## config.mk

```make
export PLATFORM = sky130hd
export DESIGN_NAME = health_alarm_priority_ctrl_flat
export DESIGN_NICKNAME = d
export VERILOG_FILES = /design/src/rtl/health_alarm_priority_ctrl_if.sv /design/src/rtl/health_alarm_priority_ctrl.sv /design/src/flat_wrapper.sv
export SDC_FILE = /design/constraint.sdc
export NUM_CORES = 1
export LEC_CHECK = 0
export CAP_MARGIN = 20
export CELL_PAD_IN_SITES_DETAIL_PLACEMENT = 2
export CELL_PAD_IN_SITES_GLOBAL_PLACEMENT = 2
export CORE_MARGIN = 2
export CORE_UTILIZATION = 33
export DETAILED_ROUTE_END_ITERATION = 16
export GPL_ROUTABILITY_DRIVEN = 0
export PLACE_DENSITY_LB_ADDON = 0.12
export SYNTH_ARGS = -nofsm -noshare
export SYNTH_HDL_FRONTEND = slang
export SYNTH_SLANG_ARGS = --single-unit
```

## constraint.sdc

```tcl
create_clock -name clock -period 3.9 [get_ports clock]
set_clock_uncertainty 0.2 [all_clocks]
set_input_delay 0.78 -clock clock [delete_from_list [all_inputs] [get_ports clock]]
set_output_delay 0.78 -clock clock [all_outputs]
set_load 0.01 [all_outputs]
```

## src/rtl/health_alarm_priority_ctrl_if.sv

```systemverilog
// Sensor-side abnormality lines and caregiver ack in, warning code/pending/event count out.
interface health_alarm_priority_ctrl_if #(
    parameter int NUM_SOURCES = 6,
    parameter int EVT_W       = 8
);
    localparam int CODE_W = $clog2(NUM_SOURCES + 1);

    logic [NUM_SOURCES-1:0] abnormality;
    logic                   ack;
    logic [CODE_W-1:0]      abnormalityWarning;
    logic                   alarmPending;
    logic [EVT_W-1:0]       eventCount;

    modport master (
        output abnormality, ack,
        input  abnormalityWarning, alarmPending, eventCount
    );

    modport slave (
        input  abnormality, ack,
        output abnormalityWarning, alarmPending, eventCount
    );
endinterface

```

## src/rtl/health_alarm_priority_ctrl.sv

```systemverilog
// Debounced, priority-ordered sticky warning: confirm each line, show the highest, hold until ack.
// Latency CONFIRM_CYCLES+1 edges from first high sample to warning; no backpressure, all outputs registered.
module health_alarm_priority_ctrl #(
    parameter int NUM_SOURCES    = 6,
    parameter int CONFIRM_CYCLES = 3,
    parameter int HOLD_CYCLES    = 8,
    parameter int EVT_W          = 8
) (
    input  logic                        clock,
    input  logic                        reset,
    health_alarm_priority_ctrl_if.slave bus
);
    localparam int CODE_W = $clog2(NUM_SOURCES + 1);
    localparam int CNT_W  = $clog2(CONFIRM_CYCLES + 1);
    localparam int HOLD_W = $clog2(HOLD_CYCLES + 1);
    localparam logic [CNT_W-1:0]  CNT_MAX   = CNT_W'(CONFIRM_CYCLES);
    localparam logic [HOLD_W-1:0] HOLD_LOAD = HOLD_W'(HOLD_CYCLES - 1);

    typedef enum logic {IDLE, ACTIVE} state_t;

    state_t             state_q, state_d;
    logic [CNT_W-1:0]   cnt_q [NUM_SOURCES];
    logic [CNT_W-1:0]   cnt_d [NUM_SOURCES];
    logic [CODE_W-1:0]  warn_q, warn_d;
    logic [CODE_W-1:0]  cand;
    logic [HOLD_W-1:0]  hold_q, hold_d;
    logic [EVT_W-1:0]   evt_q, evt_d;
    logic               evt_inc;

    // Per-source persistence counters; any low sample restarts confirmation.
    always_comb begin
        for (int i = 0; i < NUM_SOURCES; i++) begin
            cnt_d[i] = '0;
            if (bus.abnormality[i]) begin
                cnt_d[i] = (cnt_q[i] == CNT_MAX) ? cnt_q[i] : cnt_q[i] + CNT_W'(1);
            end
        end
    end

    always_comb begin
        cand = '0;
        for (int i = 0; i < NUM_SOURCES; i++) begin
            if (cnt_q[i] == CNT_MAX) begin
                cand = CODE_W'(i + 1);
            end
        end
    end

    always_comb begin
        state_d = state_q;
        warn_d  = warn_q;
        hold_d  = hold_q;
        evt_inc = 1'b0;
        case (state_q)
            IDLE: begin
                if (cand != '0) begin
                    state_d = ACTIVE;
                    warn_d  = cand;
                    hold_d  = HOLD_LOAD;
                    evt_inc = 1'b1;
                end
            end
            ACTIVE: begin
                // Pre-emption outranks both the hold window and a concurrent ack.
                if (cand > warn_q) begin
                    warn_d  = cand;
                    hold_d  = HOLD_LOAD;
                    evt_inc = 1'b1;
                end else if (hold_q != '0) begin
                    hold_d = hold_q - HOLD_W'(1);
                end else if (bus.ack) begin
                    if (cand == '0) begin
                        state_d = IDLE;
                        warn_d  = '0;
                    end else begin
                        warn_d = cand;
                        hold_d = HOLD_LOAD;
                    end
                end
            end
            default: begin
                state_d = IDLE;
                warn_d  = '0;
            end
        endcase
        evt_d = (evt_inc && (evt_q != '1)) ? evt_q + EVT_W'(1) : evt_q;
    end

    always_ff @(posedge clock) begin
        if (reset) begin
            state_q <= IDLE;
            warn_q  <= '0;
            hold_q  <= '0;
            evt_q   <= '0;
            for (int i = 0; i < NUM_SOURCES; i++) begin
                cnt_q[i] <= '0;
            end
        end else begin
            state_q <= state_d;
            warn_q  <= warn_d;
            hold_q  <= hold_d;
            evt_q   <= evt_d;
            for (int i = 0; i < NUM_SOURCES; i++) begin
                cnt_q[i] <= cnt_d[i];
            end
        end
    end

    assign bus.abnormalityWarning = warn_q;
    assign bus.alarmPending       = (state_q == ACTIVE);
    assign bus.eventCount         = evt_q;
endmodule

```

## src/flat_wrapper.sv

```systemverilog
// flat-port wrapper written by rule: the top's interface ports become plain ports
module health_alarm_priority_ctrl_flat 
#(
    parameter int NUM_SOURCES    = 6,
    parameter int CONFIRM_CYCLES = 3,
    parameter int HOLD_CYCLES    = 8,
    parameter int EVT_W          = 8
)
  (clock, reset, bus_abnormality, bus_ack, bus_abnormalityWarning, bus_alarmPending, bus_eventCount);
  health_alarm_priority_ctrl_if #(.NUM_SOURCES(NUM_SOURCES), .EVT_W(EVT_W)) bus_i ();
  input  logic clock;
  input  logic reset;
  input wire logic [$bits(bus_i.abnormality)-1:0] bus_abnormality;
  input wire logic [$bits(bus_i.ack)-1:0] bus_ack;
  output wire logic [$bits(bus_i.abnormalityWarning)-1:0] bus_abnormalityWarning;
  output wire logic [$bits(bus_i.alarmPending)-1:0] bus_alarmPending;
  output wire logic [$bits(bus_i.eventCount)-1:0] bus_eventCount;
  assign bus_i.abnormality = bus_abnormality;
  assign bus_i.ack = bus_ack;
  assign bus_abnormalityWarning = bus_i.abnormalityWarning;
  assign bus_alarmPending = bus_i.alarmPending;
  assign bus_eventCount = bus_i.eventCount;
  health_alarm_priority_ctrl #(.NUM_SOURCES(NUM_SOURCES), .CONFIRM_CYCLES(CONFIRM_CYCLES), .HOLD_CYCLES(HOLD_CYCLES), .EVT_W(EVT_W)) u_core (.clock(clock), .reset(reset), .bus(bus_i));
endmodule
```

After elaboration in Yosys (flattened, before gate mapping):

Memory sizes are Yosys's and may differ from the RTL's.
Cells that the tools add are included.
W data, S select, Z words.

* add/sub/neg operators: 8
* magnitude comparators: 1
* equality and inequality tests: 12
* muxes and demuxes: 47
* bitwise operators: 7
* reduce and logical (&&, ||, !) cells: 6

Operators with widths (count)
* $mux W2: 20
* $mux W3: 8
* $mux W4: 5
* $add A2 B1 Y2 const B: 6
* $eq A2 B2 Y1 const B: 6
* $mux W1: 10
* $add A8 B1 Y8 const B: 1
* $ne A4 B4 Y1 const B: 2
* $ne A8 B8 Y1 const B: 1
* $pmux W4 S2: 1
* $ne A3 B3 Y1 const B: 2
* $or A1 B1 Y1: 6
* $pmux W3 S2: 1
* $reduce_and A3 Y1: 2
* $pmux W1 S2: 2
* $reduce_bool A4 Y1: 1
* $sub A4 B1 Y4 const B: 1
* $gt A3 B3 Y1: 1
* $logic_not A3 Y1: 1
* $reduce_bool A3 Y1: 1
* $ne A2 B1 Y1 const B: 1
* $logic_and A1 B1 Y1: 1
* $not A1 Y1: 1

* flip-flop bits (word level): 16
* RAM bits: 12
* input port bits: 9
* output and inout bits: 12
* memories kept: 1

Memory list
* u_core.cnt_q: depth 6, bits a word 2, read ports 6, clocked after Yosys merged registers in 0, wr ports 6, RTL line health_alarm_priority_ctrl.sv:22 `logic [CNT_W-1:0] cnt_q [NUM_SOURCES];`

Logic depth before layout (Yosys ltp):

Gate-level depths: netlist of run 1.
An unclocked memory read counts as a cell.

* depth after elaboration: 14
* depth in mapped cells: 11

Worst setup path before layout of run 1:

Ideal clock, no wire load.

* kind: register to register
* start point: memory u_core.cnt_q[1][0] (netlist bit)
* end point: register u_core.evt_q[5], in the netlist u_core.bus.eventCount[5]
* setup time: 0.121 ns
* arrival time: 2.565 ns
* required time: 3.579 ns
* slack: 1.014 ns
* cell stages (with the launch flop): 11
* buffers on the path: 1
* path through: dfxtp_1 -> ha_1 -> or2_2 -> a21oi_1 -> inv_1 -> ha_1 -> a211o_1 -> a21oi_1 -> clkbuf_1 -> nor4_1 -> mux2_2

RTL lines
* start, declared: RTL line health_alarm_priority_ctrl.sv:22
* end signal, assigned: RTL line health_alarm_priority_ctrl.sv:102 `evt_q <= evt_d;`
* end, declared: RTL line health_alarm_priority_ctrl.sv:27 `logic [EVT_W-1:0] evt_q, evt_d;`

==> summary.txt, run 1 <==
Run status
  • Status: finished clean

Setup path
  • Crit. End Element: register
  • CP endpoint: u_core.bus.eventCount[5]$_SDFFE_PP0P_
  • Worst Setup SP: u_core.cnt_q[1][0]$_SDFFE_PP0P_
  • Reg2Reg Setup Slack: about 800 ps
  • Worst Path Arrival: 3090 ps
  • WS Path Type: reg -> reg
  • R2R Path End: u_core.bus.eventCount[5]$_SDFFE_PP0P_
  • Req. time, crit path: just under 4000 ps
  • Setup crit start kind: register
  • Critical Path Fanout Max: 13
  • R2R cell count: 10
  • RR Startpoint: u_core.cnt_q[1][0]$_SDFFE_PP0P_

Placement
  • Post-placement setup slack: between 800 and 900 ps
  • Hpwl dp: roughly 3100 microns
  • Port bufs: 20

Clock tree
  • Reg clk slew, reported paths: approximately 100 ps
  • Worst skew pair latency: 280 ps
  • Root Buffer: clkbuf_8
  • H-tree levels: 1
  • CTS Buf Count: 3
  • Hold_buf cts: 0
  • CTS sink cnt: 28
  • PostCTS Resize Cnt: 0
  • Clk buf depth: 2
  • CTS tree: built
  • Post-CTS setup buffers: 0

STA
  • Final Hold Vio Count: 0
  • Slew headroom: 0.650
  • Fmax achieved: 0.322 GHz
  • RSZ-0062 raised after global routing: false
  • Final Cycle Share: 0.797
  • Worst-margin pin slew: between 500 and 600 ps
  • Pins Over Slew Limit: 0
  • Setup TNS Final: 0 ps
  • Minimum clock period: 3110 ps
  • Final setup fails: 0
  • Final worst slack: roughly 790 ps

Detailed routing
  • Routed WL: 4220 microns
  • DR iter-0 viols: 29
  • Drt first pass iters: 4
  • Routed vias: between 1,000 and 1,500
  • ANT nets after route: 0
  • Remaining DRCs: 0
  • Wire per inst: between 15 and 20 microns
  • Vias/cell: 5.55

Flow run
  • Maxcap violations: 0

Floorplan
  • Initial Util: 0.347
  • Die ar.: around 5200 sq um
  • DIE HEIGHT: approximately 72 microns
  • # rows: 24
  • Die W: 72.1 microns
  • # IOs: 21
  • Core Box Area: roughly 4400 sq um

Yosys
  • Mapped Nets: a little under 200
  • Async set-reset flop share out of synthesis: 0
  • Register bit count reported by yosys: 28
  • Post-synthesis sequential area ratio: 0.366
  • EDFF count, synth: 0
  • Gate Count Post-Synth: 173
  • Syn. warnings: 0
  • Main flop type after synthesis: dfxtp_1
  • Mean Syn Cell Area: between 8 and 9 sq um
  • Mapped Area: between 1500 and 2000 sq um
  • Synth cell types: 39

Power
  • Leak pwr: around 0.74 nW
  • Worst VDD drop: 0.000138 V
  • P per Cell Area: roughly 330 nW/um^2

Final layout
  • Nets@finish: 215
  • Diodes inserted: 0
  • P&R area growth vs syn: 20.6%
  • Share of layout cells above drive strength 1: 0.0773
  • Final core utilization: 0.418

GRT
  • Vias in the first global route: 1,579
  • GRT Total Usage: 0.175
  • Initial antenna violation count: 0
  • Largest net degree at the start of global routing: 17
  • GRT Residual Overflow: 0
  • Global-route wire length before repair: 7230 microns

Min path
  • Worst Hold Class: reg -> reg
## per-layer routing
layer  global-route usage  up-vias  share of wire
li1                     -      673              -
met1                0.220      676           0.45
met2                0.313       12           0.52
met3               0.0250        4          0.021
met4               0.0440        0         0.0081
met5                    0        -              0
## cells in the mapped netlist (all sizes together) (4+ instances only)
cell / number / area share
o21ai: 6 / 0.020
nand2b: 7 / 0.029
xor2: 6 / 0.034
a21oi: 15 / 0.049
nor3: 4 / 0.020
nand3: 4 / 0.013
mux2i: 6 / 0.039
dfxtp: 28 / 0.37
or4: 4 / 0.020
o31ai: 6 / 0.029
nand2: 4 / 0.0098
clkbuf: 4 / 0.0098
ha: 11 / 0.090
nor2: 20 / 0.049
inv: 13 / 0.032
## layout make-up
| class | count | area, sq um |
|---|---|---|
| clock buffer | 4 | 55.1 |
| fill | 500 | 2570 |
| inverter | 13 | 48.8 |
| multi-input combinational | 127 | 902 |
| sequential | 28 | 561 |
| tap | 52 | 65.1 |
| timing repair buffer | 22 | 215 |
## cell usage in the layout, fill, tap and decap left out, types with 6 or more instances in the layout
cell and n:
nor2_1 20, clkdlybuf4s50_1 20, o21ai_0 6, o31ai_1 6, a21oi_1 15, dfxtp_1 28, nand2b_1 7, mux2i_1 6
xor2_1 6, inv_1 12, ha_1 11
## where the power goes
group	internal (mW)	switching [mW]	total, mW
sequential	0.299	0.0129	0.312
combinational	0.0491	0.0587	0.108
clock	0.0905	0.0945	0.185
## worst min-delay path by stage
| stage | slack (ps) | cells past startpoint | from | endpoint |
|---|---|---|---|---|
| global route | 370 | 1 | u_core.bus.eventCount[6]$_SDFFE_PP0P_ | u_core.bus.eventCount[6]$_SDFFE_PP0P_ |
| finish | 300 | 2 | u_core.bus.abnormalityWarning[2]$_SDFFE_PP0P_ | u_core.bus.abnormalityWarning[2]$_SDFFE_PP0P_ |
| detailed placement | 300 | 2 | u_core.bus.abnormalityWarning[2]$_SDFFE_PP0P_ | u_core.bus.abnormalityWarning[2]$_SDFFE_PP0P_ |
| floorplan | 270 | 2 | u_core.cnt_q[0][1]$_SDFFE_PP0P_ | u_core.cnt_q[0][1]$_SDFFE_PP0P_ |
| global placement | 280 | 2 | u_core.cnt_q[4][1]$_SDFFE_PP0P_ | u_core.cnt_q[4][1]$_SDFFE_PP0P_ |
| CTS | 320 | 2 | u_core.bus.abnormalityWarning[2]$_SDFFE_PP0P_ | u_core.bus.abnormalityWarning[2]$_SDFFE_PP0P_ |
## cell families (layout without fill, tap and decap cells)
family | after synthesis | count (layout) | share of synthesized area
AND/OR/NAND/NOR | 58 | 58 | 0.214
XOR/XNOR | 6 | 6 | 0.0343
flip-flops | 28 | 28 | 0.366
multiplexers | 8 | 8 | 0.0539
adder cells (fa/ha/maj) | 11 | 11 | 0.0899
AO/OA/AOI/OAI | 44 | 44 | 0.197
buffers and inverters | 18 | 39 | 0.0449
## registers in the layout, summed over array words and instances, names as in the netlist
| register | flops |
|---|---|
| u_core.bus.eventCount | 8 |
| u_core.bus.alarmPending | 1 |
| u_core.cnt_q | 12 |
| u_core.hold_q | 4 |
| u_core.bus.abnormalityWarning | 3 |
## metrics by stage
| stage | total power, mW | cell area [sq um] | instances | hold WS (ps) |
|---|---|---|---|---|
| final | 0.604 | 1850 | 246 | 305 |
| after global routing | 0.642 | 1850 | 246 | 368 |
| after CTS | 0.615 | 1850 | 246 | 316 |
| after detailed placement | 0.426 | 1790 | 242 | 300 |
| after global placement | 0.417 | 1790 | 242 | 279 |
| after floorplan | 0.386 | 1530 | 173 | 268 |
## critical path, stage by stage, from the launching register on
cell and delay [ps]:
dfxtp_1 330, ha_1 260, or2_2 370, a21oi_1 210, inv_1 70, ha_1 330, a31oi_1 240, a21oi_1 90
buf_4 190, nor4_1 350, mux2_2 370
(Power assumes the default switching activity.)
==> inputs of run 2 (changes only) <==
clock period = 3.25 ns   (was 3.9 ns; I/O delays follow)
==> run 2 against run 1 <==
Net effect:
- die area is the same
- sequential power up 20%
- sequential share of layout area down 0.51 points
- global-route usage up 0.11 points
- clock power is 17% higher
- fmax rose by 3.0%
- largest cell class unchanged
==> summary.txt, run 2 (synthesis gave the netlist of run 1 again) <==
STA
  • Final setup fails: 0
  • Final Cycle Share: 0.929
  • Final Hold Vio Count: 0
  • Worst-margin pin slew: about 500 ps
  • Setup TNS Final: 0 ps
  • Fmax achieved: between 0.3 and 0.4 GHz
  • Minimum clock period: ~3000 ps
  • RSZ-0062 raised after global routing: false
  • Slew headroom: 0.652
  • Pins Over Slew Limit: 0

Detailed routing
  • Vias/cell: approximately 5.5
  • DR iter-0 viols: just over 50
  • Routed vias: approximately 1,400
  • Remaining DRCs: 0
  • Routed WL: approximately 4100 microns
  • ANT nets after route: 0
  • Wire per inst: 16.6 microns
  • Drt first pass iters: 4

Floorplan
  • Die W: 72.1 microns
  • # IOs: 21
  • # rows: 24
  • Initial Util: 0.347
  • Die ar.: about 5200 sq um
  • DIE HEIGHT: between 70 and 80 microns
  • Core Box Area: roughly 4400 sq um

GRT
  • Vias in the first global route: 1,475
  • GRT Residual Overflow: 0
  • Initial antenna violation count: 0
  • GRT Total Usage: 0.176
  • Global-route wire length before repair: between 7000 and 8000 microns
  • Largest net degree at the start of global routing: 16

Final layout
  • Commonest non-fill, non-tap cells in the layout: dfxtp_1, nor2_1, clkdlybuf4s50_1
  • Commonest non-fill, non-tap cell in the layout: dfxtp_1
  • P&R area growth vs syn: 22.6%
  • Share of layout cells above drive strength 1: 0.102
  • Diodes inserted: 0
  • Max reg flops: 12
  • Reg area: around 560 sq um
  • Multi-input gate area: a little over 900 sq um
  • Layout Cells excl Fill: 248
  • Nets@finish: between 200 and 250
  • Reg with most FFs: u_core.cnt_q
  • Fillers: slightly above 500

Clock tree
  • H-tree levels: 1
  • CTS sink cnt: 28
  • CTS Buf Count: 3
  • Worst skew pair latency: approximately 270 ps
  • Post-CTS setup buffers: 0
  • CTS tree: built
  • Root Buffer: clkbuf_8
  • Clk buf depth: 2
  • Reg clk slew, reported paths: around 100 ps

Placement
  • Port bufs: 20
  • Post-Place Cells: 244
  • Hpwl dp: roughly 3200 microns

Power
  • Combinational share of power: 0.184
  • Clk pwr share: 0.299
  • Share of power burned in registers: 0.516
  • P per Cell Area: about 380 nW/um^2
  • Sw power: about 0.19 mW
  • P_int: ~0.53 mW
  • Leak pwr: ~0.75 nW
  • Worst VDD drop: 0.000140 V
  • Switching Fraction: 0.269

Min path
  • Hold Path Origin: u_core.hold_q[2]$_SDFFE_PP0P_
  • Worst Hold Class: reg -> reg

Setup path
  • Req. time, crit path: 3260 ps
  • Worst Setup SP: u_core.cnt_q[1][0]$_SDFFE_PP0P_
  • WS Path Type: reg -> reg
  • Setup crit start kind: register
  • RR Startpoint: u_core.cnt_q[1][0]$_SDFFE_PP0P_
  • Worst Path Arrival: about 3000 ps
  • Critical Path Fanout Max: 13
  • Crit-path max cell delay: between 500 and 600 ps
  • Crit. End Element: register
  • CP max stage cell: or4_1
  • Worst-path cell chain: ha_1 -> or2_2 -> a21oi_2 -> inv_1 -> ha_1 -> a31oi_2 -> a21oi_1 -> buf_4 -> or4_1 -> a21oi_1

Run status
  • Status: finished clean

Flow run
  • Maxcap violations: 0
==> run 2: cell count changes in the layout (fill, tap and decap cells not counted) <==
cell,change
nor4_1,-1
buf_4,+2
a31oi_1,-1
nor4_2,+1
a31oi_2,+1
a21oi_1,-1
a21oi_2,+1
==> run 2: path summary, 6_finish.rpt <==
kind                                           end  slack, ps  depth (start not counted)
min reg2reg          u_core.hold_q[2]$_SDFFE_PP0P_        310                          2
max reg2reg  u_core.bus.eventCount[7]$_SDFFE_PP0P_        230                         10
max          u_core.bus.eventCount[7]$_SDFFE_PP0P_        230                         10
min                  u_core.hold_q[2]$_SDFFE_PP0P_        310                          2
==> run 2: area by class of cell <==
class,instances,area share
clock buffers,4,0.0293
inverters,13,0.0260
multi-input cells,127,0.489
flip-flops and latches,28,0.298
well taps,52,0.0346
repair buffers,24,0.123
==> run 2: repair_timing <==
action                                  CTS  global route
hold buffers                              0             0
resized for setup                         0             3
endpoints found under the setup margin    0             6
==> run 2: critical path, delay by kind of cell (launching register included) <==
| kind | cells | cell delay (ps) |
|---|---|---|
| AOI/OAI and AO/OA | 4 | 690 |
| buffers and inverters | 2 | 250 |
| DFF | 1 | 340 |
| adders and majority gates | 2 | 580 |
| and+or+nand+nor | 2 | 900 |
==> run 2: power groups by stage <==
stage          clock network [mW]  registers (mW)  logic [mW]
3_3_place_gp                    0           0.380       0.123
4_1_cts                     0.228           0.374       0.135
3_5_place_dp                    0           0.382       0.133
2_1_floorplan                   0           0.378      0.0858
6_report                    0.216           0.373       0.133
5_1_grt                     0.242           0.376       0.152
==> run 2: routing by layer <==
metal | wire, microns | share of wire | up-vias | GRT usage
met5 | 0 | 0 | - | 0
met2 | 2140 | 0.52 | 14 | 0.315
met3 | 91 | 0.022 | 4 | 0.0250
li1 | - | - | 677 | -
met4 | 23 | 0.0056 | 0 | 0.0314
met1 | 1870 | 0.45 | 674 | 0.227
==> run 2: stage by stage <==
step / power [mW] / hold WS (ps) / cell area [sq um] / util / setup slack, ps
3_5_place_dp: 0.515 / 305 / 1810 / 0.409 / 192
6_report: 0.723 / 315 / 1880 / 0.425 / 231
2_1_floorplan: 0.463 / 268 / 1530 / - / 364
3_3_place_gp: 0.503 / 279 / 1810 / 0.409 / 319
5_1_grt: 0.771 / 344 / 1880 / 0.425 / 7.77
4_1_cts: 0.737 / 320 / 1860 / 0.422 / 95.8
==> inputs of run 3 (changes only) <==
RECOVER_POWER = 100   (was not set)
==> run 3 against run 2 <==
Net effect:
- sequential share of layout area is 0.12 points higher
- sequential cell count stayed put
- largest cell class unchanged
- hold slack hardly changed
- worst setup slack worse by 3.4 ps
- combinational power hardly changed
- sequential power hardly changed
- critical endpoint unchanged
- non-clock buffer count stayed put
==> summary.txt, run 3 (synthesis gave the netlist of run 1 again) <==
Detailed routing
  • Routed WL: 4110 microns
  • Remaining DRCs: 0
  • Wire per inst: approximately 17 microns
  • Drt first pass iters: 4
  • Vias/cell: between 5 and 6
  • DR iter-0 viols: 43
  • ANT nets after route: 0
  • Routed vias: between 1,000 and 1,500

STA
  • Fmax achieved: 0.331 GHz
  • Final setup fails: 0
  • RSZ-0062 raised after global routing: false
  • Slew headroom: 0.642
  • Worst Hold Slack: ~310 ps
  • Final Cycle Share: 0.930
  • Final Hold Vio Count: 0
  • Worst-margin pin slew: roughly 520 ps
  • Pins Over Slew Limit: 0
  • Minimum clock period: 3020 ps
  • Setup TNS Final: 0 ps

Final layout
  • Final core utilization: 0.424
  • P&R area growth vs syn: 22.1%
  • Design area: approximately 1900 sq um
  • Diodes inserted: 0
  • Reg with most FFs: u_core.cnt_q
  • Commonest non-fill, non-tap cells in the layout: dfxtp_1, nor2_1, a21oi_1
  • Multi-input gate area: approximately 920 sq um
  • Fillers: 513
  • Reg area: 561 sq um
  • Nets@finish: approximately 220
  • Share of layout cells above drive strength 1: 0.0918
  • Commonest non-fill, non-tap cell in the layout: dfxtp_1
  • Max reg flops: 12

Setup path
  • CP max stage cell: or4_1
  • Setup crit start kind: register
  • R2R cell count: 10
  • RR Startpoint: u_core.cnt_q[1][0]$_SDFFE_PP0P_
  • Worst-path cell chain: ha_1 -> or2_2 -> a21oi_2 -> inv_1 -> ha_1 -> a31oi_2 -> a21oi_1 -> buf_4 -> or4_1 -> a21oi_1
  • CP top delay family: simple AND/OR/NAND/NOR gates
  • R2R Path End: u_core.bus.eventCount[7]$_SDFFE_PP0P_
  • Critical Path Fanout Max: 13
  • Crit-path max cell delay: between 500 and 600 ps
  • Worst Setup SP: u_core.cnt_q[1][0]$_SDFFE_PP0P_
  • Req. time, crit path: roughly 3300 ps
  • Crit. End Element: register
  • WP buf/inv: 2
  • Reg2Reg Setup Slack: approximately 230 ps
  • Worst Path Arrival: slightly above 3000 ps
  • WS Path Type: reg -> reg

Run status
  • Status: finished clean

Power
  • P per Cell Area: 385 nW/um^2
  • Leak pwr: slightly below 0.8 nW
  • Worst VDD drop: ~0.00014 V

GRT
  • Global-route wire length before repair: 7210 microns
  • GRT Total Usage: 0.176
  • Vias in the first global route: 1,475
  • Initial antenna violation count: 0
  • GRT Residual Overflow: 0
  • Largest net degree at the start of global routing: 16

Min path
  • Hold Path Origin: u_core.hold_q[2]$_SDFFE_PP0P_
  • Hold Path Depth: 2
  • Hold endpoint: u_core.hold_q[2]$_SDFFE_PP0P_
  • Worst Hold Class: reg -> reg

Clock tree
  • H-tree levels: 1
  • Worst skew pair latency: approximately 270 ps
  • Reg clk slew, reported paths: 100 ps
  • Clk buf depth: 2
  • CTS Buf Count: 3
  • Root Buffer: clkbuf_8
  • CTS tree: built
  • CTS sink cnt: 28

Floorplan
  • DIE HEIGHT: around 72 microns
  • Die W: a little over 70 microns
  • # rows: 24
  • # IOs: 21
  • Core Box Area: between 4000 and 5000 sq um
  • Die ar.: about 5200 sq um
  • Initial Util: 0.347

Flow run
  • Maxcap violations: 0

Placement
  • Area post-placement: approximately 1800 sq um
  • Port bufs: 20
  • Hpwl dp: around 3200 microns
==> run 3: repair_timing <==
| action | in CTS | in global routing |
|---|---|---|
| gates resized for setup | 0 | 3 |
| hold endpoints to repair | 0 | 0 |
| hold buffers | 0 | 0 |
| setup buffers | 0 | 0 |
| endpoints found under the setup margin | 0 | 6 |
==> run 3: layer usage <==
layer | up-vias | GRT usage | share of wire
li1 | 680 | - | -
met1 | 677 | 0.227 | 0.45
met2 | 12 | 0.315 | 0.52
met3 | 4 | 0.0250 | 0.021
met4 | 0 | 0.0314 | 0.0056
met5 | - | 0 | 0
==> run 3: area by class of cell <==
type,count,share of cell area
multi-input cells,127,0.491
clock buffers,4,0.0294
flip-flops and latches,28,0.300
well taps,52,0.0348
inverters,13,0.0261
repair buffers,24,0.119
==> run 3: tightest hold or removal path, stage by stage (launching register included) <==
cell and delay [ps]:
dfxtp_1 340, o21ai_0 80, a21oi_1 60
==> run 3: how the worst max path moves through the flow <==
| stage | end | slack, ps | depth (start not counted) |
|---|---|---|---|
| 6_report | u_core.bus.eventCount[7]$_SDFFE_PP0P_ | 230 | 10 |
| 5_1_grt | u_core.bus.eventCount[4]$_SDFFE_PP0P_ | 8 | 10 |
| 4_1_cts | u_core.bus.eventCount[5]$_SDFFE_PP0P_ | 100 | 10 |
| 3_5_place_dp | u_core.bus.eventCount[5]$_SDFFE_PP0P_ | 190 | 10 |
| 3_3_place_gp | u_core.bus.eventCount[5]$_SDFFE_PP0P_ | 320 | 10 |
| 2_1_floorplan | u_core.bus.eventCount[5]$_SDFFE_PP0P_ | 360 | 10 |
==> run 3: power breakdown <==
| group | internal [mW] | total, mW | switching (mW) | leakage [nW] |
|---|---|---|---|---|
| Clock | 0.108 | 0.216 | 0.107 | 0.0288 |
| Sequential | 0.358 | 0.373 | 0.0146 | 0.228 |
| Combinational | 0.0589 | 0.131 | 0.0721 | 0.527 |
==> run 3: through the flow <==
stage	std cells	total power [mW]	worst slack [ps]
2_1_floorplan	173	0.463	364
6_report	248	0.720	228
5_1_grt	248	0.768	7.77
4_1_cts	248	0.737	95.8
3_5_place_dp	244	0.515	192
3_3_place_gp	244	0.503	319
